`config.mk`:
```
export PLATFORM = sky130hd
export DESIGN_NAME = decoder_4to16_reg
export DESIGN_NICKNAME = d
export VERILOG_FILES = /design/src/rtl/decoder_4to16_reg.sv
export SDC_FILE = /design/constraint.sdc
export NUM_CORES = 1
export LEC_CHECK = 0
export ABC_AREA = 1
export CORE_MARGIN = 2
export CORE_UTILIZATION = 34
export DETAILED_ROUTE_END_ITERATION = 10
export PLACE_DENSITY = 0.8
export SETUP_SLACK_MARGIN = 0.2
export SLEW_MARGIN = 20
export SYNTH_ARGS = -nofsm -noshare
export SYNTH_HDL_FRONTEND = slang
export SYNTH_SLANG_ARGS = --single-unit
export TNS_END_PERCENT = 5
```
`constraint.sdc`:
```
create_clock -name clk -period 0.95 [get_ports clk]
set_input_delay 0.285 -clock clk [delete_from_list [all_inputs] [get_ports clk]]
set_output_delay 0.285 -clock clk [all_outputs]
set_load 0.005 [all_outputs]
```
`src/rtl/decoder_4to16_reg.sv`:
```
// rtl/decoder_4to16_reg.sv - registered 4-to-16 one-hot decoder with enable
// Two-level predecoded tree; Y is either a 1-cycle registered copy or the raw decode.
module decoder_4to16_reg #(
   parameter bit OUT_REG = 1'b1
) (
   input  logic        clk,
   input  logic        rst,
   input  logic [3:0]  A,
   input  logic        EN,
   output logic [15:0] Y_comb,
   output logic [15:0] Y,
   output logic        valid
);

   logic [3:0] grp;

   // Upper select bits pick one group of four outputs; EN gates the whole tree here.
   always_comb begin
      grp = 4'b0000;
      if (EN) begin
         grp[A[3:2]] = 1'b1;
      end
   end

   for (genvar k = 0; k < 4; k++) begin : g_sub
      logic [3:0] dec;

      always_comb begin
         dec = 4'b0000;
         if (grp[k]) begin
            dec[A[1:0]] = 1'b1;
         end
      end

      assign Y_comb[4*k +: 4] = dec;
   end

   always_ff @(posedge clk or posedge rst) begin
      if (rst) begin
         valid <= 1'b0;
      end else begin
         valid <= EN;
      end
   end

   if (OUT_REG) begin : g_reg
      logic [15:0] y_q;

      always_ff @(posedge clk or posedge rst) begin
         if (rst) begin
            y_q <= 16'h0000;
         end else begin
            y_q <= Y_comb;
         end
      end

      assign Y = y_q;
   end else begin : g_byp
      assign Y = Y_comb;
   end

endmodule

```
### Word-level counts from Yosys, hierarchy flattened

Index checks and enable logic that the tools add are counted.

| word-level totals | value |
|---|---|
| logic and storage cells | 17 |
| output and inout port bits | 33 |
| register bits | 17 |

| operators by class | value |
|---|---|
| reductions and logical operators | 2 |
| $lt $le $gt $ge | 4 |
| multiplexer cells | 9 |

Operators with widths:

| cell | count |
|---|---|
| two-way mux 4 bit | 5 |
| < comparator 2 x 3 -> 1 bit, second input constant | 2 |
| demux 1 bit (select 2 bit) | 2 |
| >= comparator 2 x 1 -> 1 bit, second input constant | 2 |
| logical AND 1 bit | 2 |
| two-way mux 1 bit | 2 |

### Logic depth before layout (Yosys ltp)

| logic depth | value |
|---|---|
| word-level depth | 6 |
| mapped depth | 3 |
| gate-level depth less buffers | 3 |

### Worst setup path after synthesis

No wires, ideal clock.

| path | value |
|---|---|
| kind | input-to-output |
| from | input A[3] |
| to | output Y_comb[0] |
| stages on the path | 3 |
| data arrival time | 587 ps |
| required time | 665 ps |
| path slack | 78 ps |
| path buffers | 0 |
| path through | nor2_1 -> nand2_1 -> nor2_1 |

| on the way | value |
|---|---|
| longest elaborated chain between the ends | 6 |

RTL lines:

| what | line | text |
|---|---|---|
| start, declared | 8 | `input logic [3:0] A,` |
| < comparator 2 x 3 -> 1 bit (implied by the code) / >= comparator 2 x 1 -> 1 bit (equally long branches) | 21 | `grp[A[3:2]] = 1'b1;` |
| logical AND 1 bit (implied by the code) | 21 |  |
| two-way mux 1 bit (implied by the code) | 21 |  |
| demux 1 bit (select 2 bit) (*) | 21 |  |
| two-way mux 4 bit (*) | 20 | `if (EN) begin` |
| two-way mux 4 bit (*) | 30 | `if (grp[k]) begin` |
| end, declared | 10 | `output logic [15:0] Y_comb,` |

Mark *: on every way between the ends. The rest lies on a longest branch, timed or not.

### Worst setup path in the final report

| path | value |
|---|---|
| from | input A[2] |
| to | output Y_comb[12] |

Same word-level chain as after synthesis.

==> metrics.cfg <==
[worst_setup_path]
critPathKind = in2out
cp-start-kind = primary input
cp.required_ns = 0.66
cp_max_fo = 4
arrival_ns = 0.88
cp-end-kind = primary output

[clocking]
clk_pin_slew_ns = 0.10
htreeDepth = 1
numCtsBuffers = 3
cts_buffer_depth = 2
cts_root_buf = clkbuf_4
cts_tree = done
cts.sinks = 17
ctsHoldBuffers = 0

[power]
p_per_area_mw_per_mm2 = 1140
ir_worst_vdd_mv = 0.854
power_mw = 1.40
leakage_nw = 0.606

[floorplanning]
die-width_um = 43.9
rows = 14
start_util_pct = 36.0
io_pins = 40
core_area_mm2 = 0.00151
fp.dieH_um = 43.9
dieArea_mm2 = 0.00193

[global_route]
grt-ovfl-total = 0
grt_max_degree = 18
grt_pass1_vias = 611
grt_pass1_wl_um = 3170
grt_usage_pct = 23.4
antenna_found_initial = 0

[timing]
fin_hold_ws_ns = 0.134
setup_viol = 33
fin_crit_sh_pct = 123
min_period_ns = 1.16
rsz0062_at_grt = yes
hold_viol = 0
max_slew_margin_pct = 88.8
fin_setup_tns_ns = -4.80
fmaxAchievable_mhz = 859
slew_viol_final = 0
worstMarginPinSlew_ns = 0.168
finalWorstSetupSlack_ns = -0.214

[routing]
drc = 0
drt_pass1_iterations = 4
drt_first_iter_violations = 7
ant_nets = 0
drt-total-wl_um = 1930
viasPerCell = 4.78
vias = 545
drt-wirelength-per-cell_um = 16.9

[synth]
yosysSeqAreaShare_pct = 78.5
synthesis.area_um2 = 542
synth-seq-cells = 17
synth_fp_nets = 54
synth_warnings = 0
synthCells = 47
synth_cell_types = 5
synth_area_per_cell_um2 = 11.5

[place]
dp_slack_ns = -1.13
gp_congestion = 0.661
detailed_place_hpwl_um = 1180
io_buffers = 39

[layout]
fill_cells = 82
drive_gt1_share_pct = 79.6
final_util_pct = 81.1
area_delta_synth_final_pct = 126
n_antenna_cell = 0
final_nets = 106

[job]
drv_cap = 0

[run_status]
status = finished, violations left
violations = negative setup slack

[hold_path]
hold_class = in2reg

-- final cells by class --
type	instances	area [µm²]	share of cell area [%]
Sequential cell	17	425	34.8
Timing Repair Buffer	47	392	32.0
Inverter	5	41.3	3.38
Clock inverter	1	5.00	0.409
Tap cell	16	20.0	1.64
Clock buffer	3	22.5	1.84
Multi-Input combinational cell	25	317	25.9
-- metal layers --
| metal | GRT usage (%) | vias up | share of wire [%] |
|---|---|---|---|
| li1 | - | 247 | - |
| met1 | 25.7 | 253 | 34 |
| met2 | 39.4 | 39 | 52 |
| met3 | 9.58 | 6 | 12 |
| met4 | 10.3 | 0 | 1.9 |
| met5 | 0 | - | 0 |
-- cells in the mapped netlist --
| cell type | count | area [µm²] |
|---|---|---|
| dfrtp_1 | 17 | 425 |
| nor2_1 | 17 | 63.8 |
| nand3_1 | 3 | 15.0 |
| inv_1 | 5 | 18.8 |
| nand2_1 | 5 | 18.8 |
-- sequential cells by signal (all words and copies together), names as in the netlist --
name,count
valid,1
Y,16
-- path summary, 6_finish.rpt --
| kind | from | endpoint | slack (ns) | depth (start not counted) |
|---|---|---|---|---|
| setup / recovery | A[2] | Y_comb[12] | -0.21 | 5 |
| hold / removal | EN | valid | 0.13 | 1 |
| min in group asynchronous | rst | Y[2] | 0.29 | 3 |
| max in group asynchronous | rst | valid | 0.54 | 3 |
-- cell usage in the layout (no fill, tap or decap), types with 2 or more instances in the layout --
master           count
clkinv_4             2
dfrtp_1             17
nand3_4              3
buf_2               15
nor2_2               2
clkbuf_4             3
buf_4                3
nor2_4              15
buf_12               6
nand2_4              2
clkdlybuf4s15_2      2
clkbuf_2            13
buf_6                6
nand2_8              3
-- worst max-delay path: stages --
cell and delay, ns:
buf_12 0.10, nand3_4 0.11, buf_6 0.14, nor2_4 0.11, buf_2 0.13
-- metrics by stage --
| stage | instances | instance area, µm² |
|---|---|---|
| final | 114 | 1220 |
| after global routing | 114 | 1220 |
| after CTS | 114 | 1260 |
| after detailed placement | 103 | 992 |
| after global placement | 103 | 992 |
| after floorplan | 47 | 562 |
-- logic make-up (layout without fill, tap and decap cells) --
kind of cell | after synthesis | after routing | synth area share, %
flops | 17 | 17 | 78.5
buf+inv | 5 | 56 | 3.46
simple gates | 25 | 25 | 18.0
-- report_power, final --
| part | leakage (nW) | total [mW] | internal [mW] | switching [mW] |
|---|---|---|---|---|
| Combinational | 0.355 | 0.270 | 0.125 | 0.145 |
| Clock | 0.0177 | 0.387 | 0.157 | 0.231 |
| Sequential | 0.233 | 0.740 | 0.736 | 0.00393 |
-- what timing repair did --
item                       4_1_cts  5_1_grt
pin swaps                       16        6
setup endpoints to repair       49       33
buffers inserted                 7        0
gates resized for setup        201       18
No activity file was read; power rests on OpenSTA's default activity.
